### src/rtl/pixel_pair_rmw_pkg.sv
// Shared types and constants for the pixel-pair read-modify-write stage.
// Latency: n/a (declarations only).
// Backpressure: n/a.
package pixel_pair_rmw_pkg;

    localparam int NIB_W  = 4;
    localparam int PAIR_W = 8;

    // Slot index inside a pixel pair, in draw order along the line.
    localparam logic SLOT0 = 1'b0;
    localparam logic SLOT1 = 1'b1;

    typedef enum logic [2:0] {
        ST_IDLE,
        ST_FILL,
        ST_RD,
        ST_MRG,
        ST_WR,
        ST_SCAN
    } state_t;

    // The pair register keeps slot0 in the low nibble and slot1 in the high nibble.
    function automatic logic [NIB_W-1:0] slot_nib(input logic [PAIR_W-1:0] pair,
                                                  input logic              slot);
        return (slot == SLOT1) ? pair[PAIR_W-1:NIB_W] : pair[NIB_W-1:0];
    endfunction

endpackage

### src/rtl/pixel_pair_rmw_if.sv
// Bundle of pixel-stream, DRAM and scan-out signals of the pixel-pair stage.
// Latency: n/a (wiring only).
// Backpressure: PIX_READY qualifies PIX_VALID; DRAM_DIN follows DRAM_RD by one cycle.
interface pixel_pair_rmw_if;
    import pixel_pair_rmw_pkg::*;

    logic                BLK;
    logic                PLUSONE;
    logic                S;
    logic [NIB_W-1:0]    PIX;
    logic                PIX_VALID;
    logic                PIX_LAST;
    logic                PIX_READY;
    logic [PAIR_W-1:0]   DRAM_DIN;
    logic [PAIR_W-1:0]   DRAM_DOUT;
    logic                DRAM_RD;
    logic                DRAM_WE;
    logic                ADV;
    logic [NIB_W-1:0]    PIXOUT;

    modport master (
        output BLK, PLUSONE, S, PIX, PIX_VALID, PIX_LAST, DRAM_DIN,
        input  PIX_READY, DRAM_DOUT, DRAM_RD, DRAM_WE, ADV, PIXOUT
    );

    modport slave (
        input  BLK, PLUSONE, S, PIX, PIX_VALID, PIX_LAST, DRAM_DIN,
        output PIX_READY, DRAM_DOUT, DRAM_RD, DRAM_WE, ADV, PIXOUT
    );

endinterface

### src/rtl/pixel_pair_rmw_pair_merge.sv
// Nibble merge: drawn slots replace DRAM nibbles, undrawn slots keep the read data.
// Latency: combinational.
// Backpressure: none.
module pixel_pair_rmw_pair_merge
    import pixel_pair_rmw_pkg::*;
(
    input  logic [PAIR_W-1:0] pair,
    input  logic [1:0]        mask,
    input  logic [PAIR_W-1:0] din,
    input  logic              s_q,
    output logic [PAIR_W-1:0] merged
);

    // With normal order slot0 lands in the high nibble; s_q swaps the two.
    logic hi_slot;
    logic lo_slot;

    assign hi_slot = s_q;
    assign lo_slot = ~s_q;

    // Per nibble: take the drawn colour where the mask is set, otherwise the DRAM byte.
    always_comb begin
        merged                = din;
        if (mask[hi_slot]) begin
            merged[PAIR_W-1:NIB_W] = slot_nib(pair, hi_slot);
        end
        if (mask[lo_slot]) begin
            merged[NIB_W-1:0] = slot_nib(pair, lo_slot);
        end
    end

endmodule

### src/rtl/pixel_pair_rmw.sv
// Packs drawn pixels into DRAM pixel pairs via read-modify-write; scans and erases pairs in display.
// Latency: flush RD->MRG->WR is 3 cycles (RD to WE exactly 2); scan emits one pixel per cycle.
// Backpressure: PIX_READY drops during every flush and whenever draw mode is not active.
module pixel_pair_rmw
    import pixel_pair_rmw_pkg::*;
#(
    parameter bit               CLEAR_ON_SCAN = 1'b1,
    parameter logic [NIB_W-1:0] TRANSP        = '0
)
(
    input  logic              CLK,
    input  logic              RST,
    pixel_pair_rmw_if.slave   bus
);

    state_t             state_q;
    state_t             state_d;

    logic               blk_m;
    logic               blk_s;
    logic [1:0]         settle_q;
    logic               sync_ok;

    logic               s_q;
    logic               ptr_q;
    logic               last_q;
    logic [PAIR_W-1:0]  pair_q;
    logic [1:0]         mask_q;
    logic [PAIR_W-1:0]  merged_q;
    logic [PAIR_W-1:0]  merged_c;
    logic               p_q;
    logic [NIB_W-1:0]   held_q;

    logic               cur_slot;
    logic               flush;
    logic               acc;
    logic               pix_rdy;
    logic               rd;
    logic               we;
    logic               adv;
    logic [PAIR_W-1:0]  dout;
    logic [NIB_W-1:0]   pixout;

    // The FSM ignores BLK until the synchroniser holds real samples, so reset never starts a scan.
    assign sync_ok  = settle_q[1];

    // The first pixel of a line takes its slot from PLUSONE; later ones follow the pointer.
    assign cur_slot = (state_q == ST_IDLE) ? (bus.PLUSONE ? SLOT1 : SLOT0) : ptr_q;
    assign flush    = (cur_slot == SLOT1) || bus.PIX_LAST;

    pixel_pair_rmw_pair_merge u_merge (
        .pair   (pair_q),
        .mask   (mask_q),
        .din    (bus.DRAM_DIN),
        .s_q    (s_q),
        .merged (merged_c)
    );

    // Two-flop synchroniser for the blanking input plus a settle marker.
    always_ff @(posedge CLK or posedge RST) begin
        if (RST) begin
            blk_m    <= 1'b0;
            blk_s    <= 1'b0;
            settle_q <= 2'b00;
        end else begin
            blk_m    <= bus.BLK;
            blk_s    <= blk_m;
            settle_q <= {settle_q[0], 1'b1};
        end
    end

    // State register.
    always_ff @(posedge CLK or posedge RST) begin
        if (RST) begin
            state_q <= ST_IDLE;
        end else begin
            state_q <= state_d;
        end
    end

    // Next state and all strobes; outputs decode from registered state so reset zeroes them at once.
    always_comb begin
        state_d = state_q;
        pix_rdy = 1'b0;
        acc     = 1'b0;
        rd      = 1'b0;
        we      = 1'b0;
        adv     = 1'b0;
        dout    = '0;
        pixout  = '0;
        case (state_q)
            ST_IDLE: begin
                if (sync_ok) begin
                    if (blk_s) begin
                        pix_rdy = 1'b1;
                        if (bus.PIX_VALID) begin
                            acc     = 1'b1;
                            state_d = flush ? ST_RD : ST_FILL;
                        end
                    end else begin
                        state_d = ST_SCAN;
                    end
                end
            end
            ST_FILL: begin
                if (!blk_s) begin
                    state_d = ST_SCAN;
                end else begin
                    pix_rdy = 1'b1;
                    if (bus.PIX_VALID) begin
                        acc     = 1'b1;
                        state_d = flush ? ST_RD : ST_FILL;
                    end
                end
            end
            ST_RD: begin
                rd      = 1'b1;
                state_d = ST_MRG;
            end
            ST_MRG: begin
                state_d = ST_WR;
            end
            ST_WR: begin
                we   = 1'b1;
                adv  = 1'b1;
                dout = merged_q;
                if (!blk_s) begin
                    state_d = ST_SCAN;
                end else if (last_q) begin
                    state_d = ST_IDLE;
                end else begin
                    state_d = ST_FILL;
                end
            end
            ST_SCAN: begin
                if (!p_q) begin
                    rd     = 1'b1;
                    pixout = held_q;
                end else begin
                    pixout = bus.DRAM_DIN[PAIR_W-1:NIB_W];
                    we     = CLEAR_ON_SCAN;
                    adv    = 1'b1;
                    if (blk_s) begin
                        state_d = ST_IDLE;
                    end
                end
            end
            default: begin
                state_d = ST_IDLE;
            end
        endcase
    end

    // Pair collection, merge capture and scan phase/hold registers.
    always_ff @(posedge CLK or posedge RST) begin
        if (RST) begin
            s_q      <= 1'b0;
            ptr_q    <= SLOT0;
            last_q   <= 1'b0;
            pair_q   <= '0;
            mask_q   <= 2'b00;
            merged_q <= '0;
            p_q      <= 1'b0;
            held_q   <= '0;
        end else begin
            if (acc) begin
                if (state_q == ST_IDLE) begin
                    s_q <= bus.S;
                end
                ptr_q <= ~cur_slot;
                if (bus.PIX != TRANSP) begin
                    if (cur_slot == SLOT1) begin
                        pair_q[PAIR_W-1:NIB_W] <= bus.PIX;
                    end else begin
                        pair_q[NIB_W-1:0] <= bus.PIX;
                    end
                    mask_q[cur_slot] <= 1'b1;
                end
                if (bus.PIX_LAST) begin
                    last_q <= 1'b1;
                end
            end
            if (state_q == ST_MRG) begin
                merged_q <= merged_c;
            end
            // A finished write or a drop into scan discards whatever was collected.
            if ((state_q == ST_WR) || (state_d == ST_SCAN)) begin
                pair_q <= '0;
                mask_q <= 2'b00;
                last_q <= 1'b0;
            end
            if (state_q == ST_SCAN) begin
                p_q <= ~p_q;
                if (p_q) begin
                    held_q <= bus.DRAM_DIN[NIB_W-1:0];
                end
            end else begin
                p_q    <= 1'b0;
                held_q <= '0;
            end
        end
    end

    assign bus.PIX_READY = pix_rdy;
    assign bus.DRAM_RD   = rd;
    assign bus.DRAM_WE   = we;
    assign bus.ADV       = adv;
    assign bus.DRAM_DOUT = dout;
    assign bus.PIXOUT    = pixout;

endmodule

### src/flat_wrapper.sv
// flat-port wrapper written by rule: the top's interface ports become plain ports
module pixel_pair_rmw_flat import pixel_pair_rmw_pkg::*;
#(
    parameter bit               CLEAR_ON_SCAN = 1'b1,
    parameter logic [NIB_W-1:0] TRANSP        = '0
)
  (CLK, RST, bus_BLK, bus_PLUSONE, bus_S, bus_PIX, bus_PIX_VALID, bus_PIX_LAST, bus_DRAM_DIN, bus_PIX_READY, bus_DRAM_DOUT, bus_DRAM_RD, bus_DRAM_WE, bus_ADV, bus_PIXOUT);
  pixel_pair_rmw_if bus_i ();
  input  logic CLK;
  input  logic RST;
  input wire logic [$bits(bus_i.BLK)-1:0] bus_BLK;
  input wire logic [$bits(bus_i.PLUSONE)-1:0] bus_PLUSONE;
  input wire logic [$bits(bus_i.S)-1:0] bus_S;
  input wire logic [$bits(bus_i.PIX)-1:0] bus_PIX;
  input wire logic [$bits(bus_i.PIX_VALID)-1:0] bus_PIX_VALID;
  input wire logic [$bits(bus_i.PIX_LAST)-1:0] bus_PIX_LAST;
  input wire logic [$bits(bus_i.DRAM_DIN)-1:0] bus_DRAM_DIN;
  output wire logic [$bits(bus_i.PIX_READY)-1:0] bus_PIX_READY;
  output wire logic [$bits(bus_i.DRAM_DOUT)-1:0] bus_DRAM_DOUT;
  output wire logic [$bits(bus_i.DRAM_RD)-1:0] bus_DRAM_RD;
  output wire logic [$bits(bus_i.DRAM_WE)-1:0] bus_DRAM_WE;
  output wire logic [$bits(bus_i.ADV)-1:0] bus_ADV;
  output wire logic [$bits(bus_i.PIXOUT)-1:0] bus_PIXOUT;
  assign bus_i.BLK = bus_BLK;
  assign bus_i.PLUSONE = bus_PLUSONE;
  assign bus_i.S = bus_S;
  assign bus_i.PIX = bus_PIX;
  assign bus_i.PIX_VALID = bus_PIX_VALID;
  assign bus_i.PIX_LAST = bus_PIX_LAST;
  assign bus_i.DRAM_DIN = bus_DRAM_DIN;
  assign bus_PIX_READY = bus_i.PIX_READY;
  assign bus_DRAM_DOUT = bus_i.DRAM_DOUT;
  assign bus_DRAM_RD = bus_i.DRAM_RD;
  assign bus_DRAM_WE = bus_i.DRAM_WE;
  assign bus_ADV = bus_i.ADV;
  assign bus_PIXOUT = bus_i.PIXOUT;
  pixel_pair_rmw #(.CLEAR_ON_SCAN(CLEAR_ON_SCAN), .TRANSP(TRANSP)) u_core (.CLK(CLK), .RST(RST), .bus(bus_i));
endmodule
### config.mk
export PLATFORM = sky130hd
export DESIGN_NAME = pixel_pair_rmw_flat
export DESIGN_NICKNAME = d
export VERILOG_FILES = /design/src/rtl/pixel_pair_rmw_pkg.sv /design/src/rtl/pixel_pair_rmw_if.sv /design/src/rtl/pixel_pair_rmw_pair_merge.sv /design/src/rtl/pixel_pair_rmw.sv /design/src/flat_wrapper.sv
export SDC_FILE = /design/constraint.sdc
export NUM_CORES = 1
export LEC_CHECK = 0
export BUFFER_PORTS_ARGS = -buffer_cell sky130_fd_sc_hd__buf_2
export CORE_MARGIN = 1.5
export CORE_UTILIZATION = 49
export DETAILED_ROUTE_END_ITERATION = 7
export PLACE_DENSITY = 0.83
export SETUP_SLACK_MARGIN = 0.2
export SKIP_LAST_GASP = 1
export SLEW_MARGIN = 20
export SYNTH_ARGS = -nofsm -noshare
export SYNTH_HDL_FRONTEND = slang
export SYNTH_SLANG_ARGS = --single-unit
### constraint.sdc
create_clock -name CLK -period 1.7 [get_ports CLK]
set_clock_uncertainty 0.1 [all_clocks]
set_input_delay 0.085 -clock CLK [delete_from_list [all_inputs] [get_ports CLK]]
set_output_delay 0.085 -clock CLK [all_outputs]
set_load 0.02 [all_outputs]
==> results of run 1 <==
==> flip-flops by register name (all words and copies together) (netlist names) <==
name,count
u_core.blk_m,1
u_core.blk_s,1
u_core.held_q,4
u_core.last_q,1
u_core.mask_q,2
u_core.merged_q,8
u_core.p_q,1
u_core.pair_q,8
u_core.ptr_q,1
u_core.s_q,1
u_core.settle_q,2
u_core.state_q,3
==> area by class of cell <==
cell class	instances	area, um2	share of cell area, %
multi-input cells	140	958.4	38.38
flip-flops and latches	33	829.5	33.22
repair buffers	73	585.6	23.45
well taps	46	57.56	2.305
clock buffers	6	41.29	1.653
inverters	4	15.01	0.6012
clock inverters	2	10.01	0.4008
==> worst paths after layout <==
check / end / cells past startpoint / slack, ns / startpoint
min: u_core.merged_q[7]$_DFFE_PP0N_ / 4 / 0.11 / bus_DRAM_DIN[7]
min reg2reg: u_core.blk_s$_DFF_PP0_ / 0 / 0.25 / u_core.blk_m$_DFF_PP0_
max in group asynchronous: u_core.state_q[1]$_DFF_PP0_ / 4 / 0.92 / RST
min in group asynchronous: u_core.merged_q[5]$_DFFE_PP0N_ / 4 / 0.24 / RST
max: u_core.state_q[0]$_DFF_PP0_ / 6 / -0.08 / u_core.state_q[2]$_DFF_PP0_
max reg2reg: u_core.state_q[0]$_DFF_PP0_ / 6 / -0.08 / u_core.state_q[2]$_DFF_PP0_
==> power groups by stage <==
stage                     clock, mW  sequential [mW]  combinational (mW)
after floorplan                   0             1.11                1.11
after global placement            0             1.19                1.45
after detailed placement          0             1.21                1.49
after CTS                     0.431             1.19                1.87
after global routing          0.485             1.24                2.28
final                         0.422             1.22                2.15
==> per-stage QoR <==
stage | std cells | worst slack, ns
2_1_floorplan | 187 | 0.1016
3_3_place_gp | 268 | 0.08275
3_5_place_dp | 268 | 0.01045
4_1_cts | 301 | -0.07461
5_1_grt | 304 | -0.1591
6_report | 304 | -0.08476
==> layer usage <==
layer | track usage (%) | vias up | wire [um]
li1 | - | 805 | -
met1 | 31.02 | 837 | 1993
met2 | 45.24 | 92 | 2766
met3 | 6.522 | 20 | 306
met4 | 12.22 | 0 | 190
met5 | 0 | - | 0
==> repair_timing <==
item | 4_1_cts | 5_1_grt
gates cloned | 1 | 1
gates resized for setup | 34 | 27
pin swaps | 11 | 12
hold endpoints to repair | 55 | 0
endpoints found under the setup margin | 38 | 38
setup buffers | 9 | 2
hold buffers | 15 | 0
==> layout by cell type, fill, tap and decap left out, types with 3 or more instances in the layout <==
cell | Yosys | final
a21oi_1 | 14 | 9
a21oi_2 | 0 | 4
and3_1 | 8 | 8
buf_2 | 4 | 20
buf_4 | 2 | 27
buf_6 | 1 | 10
clkbuf_4 | 0 | 5
dfrtp_1 | 33 | 30
dfrtp_2 | 0 | 3
dlygate4sd3_1 | 0 | 15
mux2_2 | 5 | 3
nand2_1 | 34 | 34
nand3_1 | 8 | 8
nor2_1 | 11 | 11
o21a_1 | 3 | 3
o21ai_0 | 11 | 3
o21ai_1 | 4 | 10
o22ai_1 | 7 | 6
o31ai_2 | 0 | 5
==> worst max-delay path: cells and delay by family (launching register included) <==
family / cells / cell delay [ns]
simple gates: 2 / 0.41
compound gates: 1 / 0.14
buf+inv: 2 / 0.27
flops: 1 / 0.46
mux: 1 / 0.35
==> cell families (layout without fill, tap and decap cells) <==
family,after synthesis,count (layout)
other,1,1
AND/OR/NAND/NOR,79,81
buffers and inverters,16,85
multiplexers,8,8
AO/OA/AOI/OAI,50,50
flip-flops,33,33
==> reports/results.ini, run 1 <==
[status]
outcome = finished with violations
violations = negative setup slack

[setup_path]
cp_slowest_stage_delay_ns = 0.46
crit_path_max_fanout = 6
crit_top_cell = buf_6
cp-start-kind = flop
arrival_ns = 1.97
crit_chain = buf_6 -> nor3_4 -> mux2_4 -> buf_6 -> nor4_2 -> a211o_1
crit_path_end_kind = flop
required_ns = 1.89
cpMaxStageDelayCell = dfrtp_2
critical_path_class = reg2reg

[worst_hold_path]
min_path_type = in2reg

[placement]
numPortBuffers = 34
globalplace.congestion = 0.9203
placed_cell_area_um2 = 2007
dp_hpwl_mm = 2.957

[sta]
slew_violations = 0
hold_ws_ns = 0.1106
fin_ws_ns = -0.08476
timing.setup.tns_ns = -0.4738
setup_viol = 12
period_needed_ns = 1.785
max_freq_ghz = 0.5603
finalHoldViolations = 0
fin_crit_sh_pct = 105.0
rsz0062_at_grt = true

[synth]
synth_fa_ha_area_share_pct = 0
synth_top_family_by_area = simple AND/OR/NAND/NOR gates
synth_top_area_share_pct = 48.18
avgSynthCellArea_um2 = 9.167
synth.area.mux_share_pct = 5.255
synthArstFlopShare_pct = 100.0
synth_most_common_cell = nand2_1
synthCells = 187
syn_area_um2 = 1714
synth_xor_area_share_pct = 0
synth_top_cell_by_area = dfrtp_1
synth_cell_types = 36
yosysWarnings = 0
synth_flop_cell = dfrtp_1
synth-seq-cells = 33
synth_compound_area_share_pct = 17.45
syn_nets = 206
synth_edf_count = 0
synth_common_cells = nand2_1 (34), dfrtp_1 (33), a21oi_1 (14)
synth_area_leaders = dfrtp_1 (48%), nand2_1 (7.4%), a21oi_1 (4.1%), mux2_2 (3.3%), o21ai_0 (3.2%)
yosysSeqAreaShare_pct = 48.18
synth-simple-area-share_pct = 24.16

[cells_and_area]
finalInstanceArea_um2 = 2497
syn_to_final_growth_pct = 45.69
utilization_pct = 74.84
drive_gt1_share_pct = 39.15
n_fill_cell = 231
diodes = 0
nets = 276

[grt]
overflow = 0
grt_max_degree = 34
grt_use_total_pct = 26.30
grt_pass1_wl_mm = 7.769
antenna_found_initial = 0
grt_pass1_vias = 1683

[die]
die_h_um = 62.15
initial_core_util_pct = 51.37
die_x_um = 62.15
core_um2 = 3337
rows = 21
io_pins = 35
dieArea_um2 = 3862

[cts]
clk_path_buf_depth = 2
cts_tree = built
cts-root-buf = clkbuf_4
cts_made_buffers = 5
cts.sinks = 33
insertion_delay_ns = 0.36
htreeDepth = 2
cts.reportedPaths.clkPinSlew_ns = 0.11

[routing]
drtPass1Iterations = 4
drtIter0Drc = 137
postRouteWirelength_mm = 5.257
via_per_inst = 5.770
drc_errors = 0
avgRoutedWirePerCell_um = 17.29
via_count = 1754
postRouteAntennaNets = 0

[pwr]
p_comb_share_pct = 56.6
p_switching_mw = 1.601
powerDensity_nw_per_um2 = 1517
p_clk_share_pct = 11.1
p_sw_share_pct = 42.27
irDropWorstVdd_uv = 778.3
seqPwrFrac_pct = 32.2
cell_internal_pwr_mw = 2.187
post-layout-total-power_mw = 3.788
leakagePower_nw = 1.158

[flow_run]
maxCapViolations = 0

Power figures use the tool's default switching activity.
==> run 2, diff against run 1 <==
CAP_MARGIN = 15   (was unset)
MAX_ROUTING_LAYER = met4   (was unset)
clock period = 1.6 ns   (was 1.7 ns; I/O delays follow)
==> reports/results.ini, run 2 (synthesis gave the netlist of run 1 again) <==
[status]
outcome = finished with violations
violations = negative setup slack

[sta]
slew_violations = 0  ; unchanged
finalHoldViolations = 0  ; unchanged
period_needed_ns = 1.747  ; -0.03747 ns
rsz0062_at_grt = true
setup_viol = 30  ; +18
max_freq_ghz = 0.5723  ; +2.1%
fin_crit_sh_pct = 109.2  ; +4.2 points
fin_ws_ns = -0.1473  ; -0.06253 ns

[placement]
dp_hpwl_mm = 2.943  ; -0.46%
placedCellCount = 268  ; unchanged
numPortBuffers = 34  ; unchanged
placed_cell_area_um2 = 2032  ; +1.2%
globalplace.congestion = 0.9107  ; -1.0%

[die]
dieArea_um2 = 3862  ; unchanged
io_pins = 35  ; unchanged
core_um2 = 3337  ; unchanged
die_h_um = 62.15  ; unchanged
die_x_um = 62.15  ; unchanged
initial_core_util_pct = 51.37  ; unchanged
rows = 21  ; unchanged

[cts]
htreeDepth = 2  ; unchanged
cts.sinks = 33  ; unchanged
cts_made_buffers = 5  ; unchanged
clk_path_buf_depth = 2  ; unchanged
cts_tree = built
cts-root-buf = clkbuf_4
cts.reportedPaths.clkPinSlew_ns = 0.10  ; about the same
insertion_delay_ns = 0.35  ; about the same

[routing]
postRouteWirelength_mm = 5.810  ; +11%
drtIter0Drc = 188  ; +37%
via_count = 1879  ; +7.1%
drc_errors = 0  ; unchanged
drtPass1Iterations = 7  ; +3
avgRoutedWirePerCell_um = 18.68  ; +8.0%
via_per_inst = 6.042  ; +4.7%
postRouteAntennaNets = 0  ; unchanged

[setup_path]
reg2reg_depth = 5  ; -1
critical_path_class = reg2reg
cp_slowest_stage_delay_ns = 0.42  ; -0.04 ns
required_ns = 1.71  ; -0.18 ns
crit_path_max_fanout = 5  ; -1
cp-start-kind = flop
arrival_ns = 1.86  ; -0.11 ns
cpMaxStageDelayCell = dfrtp_2
crit_path_end_kind = flop
crit_chain = buf_4 -> nor3_4 -> mux2_4 -> nor4_4 -> o21ai_0

[cells_and_area]
drive_gt1_share_pct = 45.28  ; +6.1 points
layout_common_cells = nand2_1 (33), dfrtp_1 (30), buf_4 (27)
n_fill_cell = 179  ; -23%
reg.largest.list = u_core.merged_q: 8 flops, u_core.pair_q: 8 flops, u_core.held_q: 4 flops
syn_to_final_growth_pct = 56.79
layout_commonest_cell = nand2_1
nets = 283  ; +2.5%
final_cell_count_no_fill = 311  ; +2.3%
finalInstanceArea_um2 = 2688  ; +7.6%
diodes = 0  ; unchanged

[grt]
overflow = 0  ; unchanged
grt_max_degree = 34  ; unchanged
antenna_found_initial = 0  ; unchanged
grt_pass1_wl_mm = 8.521  ; +9.7%
grt_pass1_vias = 1809  ; +7.5%
grt_use_total_pct = 29.57  ; +3.3 points

[pwr]
irDropWorstVdd_uv = 1017  ; +31%
powerDensity_nw_per_um2 = 1717  ; +13%
leakagePower_nw = 1.205  ; +4.1%

[worst_hold_path]
min_path_type = in2reg
whs_path_depth = 4  ; unchanged

[flow_run]
maxCapViolations = 0  ; unchanged

==> run 2: cell count changes in the layout (fill, tap and decap cells not counted), moves of 3 or more <==
| cell | before | now |
|---|---|---|
| buf_6 | 10 | 19 |
| and3_1 | 8 | 1 |
| and3_4 | 0 | 7 |
| o21ai_1 | 10 | 7 |
==> run 2: final timing paths <==
path                                                  start                        endpoint  slack, ns
min in group asynchronous                               RST    u_core.held_q[2]$_DFFE_PP0N_       0.25
max in group asynchronous                               RST     u_core.state_q[2]$_DFF_PP0_       0.83
worst min register to register       u_core.blk_m$_DFF_PP0_          u_core.blk_s$_DFF_PP0_       0.26
worst min-delay path                        bus_DRAM_DIN[7]  u_core.merged_q[7]$_DFFE_PP0N_       0.12
worst max-delay path            u_core.state_q[1]$_DFF_PP0_    u_core.pair_q[0]$_DFFE_PP0P_      -0.15
worst max register to register  u_core.state_q[1]$_DFF_PP0_    u_core.pair_q[0]$_DFFE_PP0P_      -0.15
==> run 2: through the flow <==
step | setup TNS, ns | power, mW | setup slack, ns | util [%] | hold WS, ns
3_3_place_gp | -0.2102 | 2.835 | -0.04736 | 60.89 | 0.08837
2_1_floorplan | 0 | 2.435 | 0.001575 | - | 0.01143
4_1_cts | -1.518 | 4.044 | -0.1016 | 74.95 | 0.1174
6_report | -2.375 | 4.614 | -0.1473 | 80.54 | 0.1201
3_5_place_dp | -1.116 | 2.893 | -0.1252 | 60.89 | 0.08374
5_1_grt | -4.258 | 4.831 | -0.2162 | 80.54 | 0.1147
==> run 2: layout make-up <==
class	count	area (um2)	area share [%]
multi-input combinational	140	1032	38.41
sequential	33	829.5	30.87
timing repair buffer	80	668.1	24.86
tap	46	57.56	2.142
clock buffer	7	55.05	2.048
clock inverter	1	30.03	1.117
inverter	4	15.01	0.5587
==> run 2: layer usage <==
| metal | GRT usage [%] | wire length (um) |
|---|---|---|
| met1 | 32.37 | 1938 |
| met2 | 47.42 | 3016 |
| met3 | 8.152 | 530 |
| met4 | 19.44 | 324 |
| met5 | - | 0 |
==> run 2: report_power, final <==
part / internal [mW] / total [mW] / leakage (nW) / switching, mW
sequential: 1.07 / 1.34 / 0.418 / 0.269
combinational: 1.28 / 2.61 / 0.741 / 1.33
clock: 0.373 / 0.662 / 0.0455 / 0.289
==> run 2: worst max-delay path: cells and delay by family, from the launching register on <==
family | cells | cell delay (ns)
AOI/OAI and AO/OA | 1 | 0.17
buffers and inverters | 1 | 0.16
DFF | 1 | 0.42
muxes | 1 | 0.36
and+or+nand+nor | 2 | 0.39
==> run 2: timing repair <==
action / in CTS / in global routing
pin swaps: 9 / 7
setup buffers: 11 / 5
hold buffers: 15 / 0
endpoints found under the setup margin: 41 / 40
hold endpoints to repair: 55 / 0
cloned: 1 / 3
resized for setup: 47 / 30
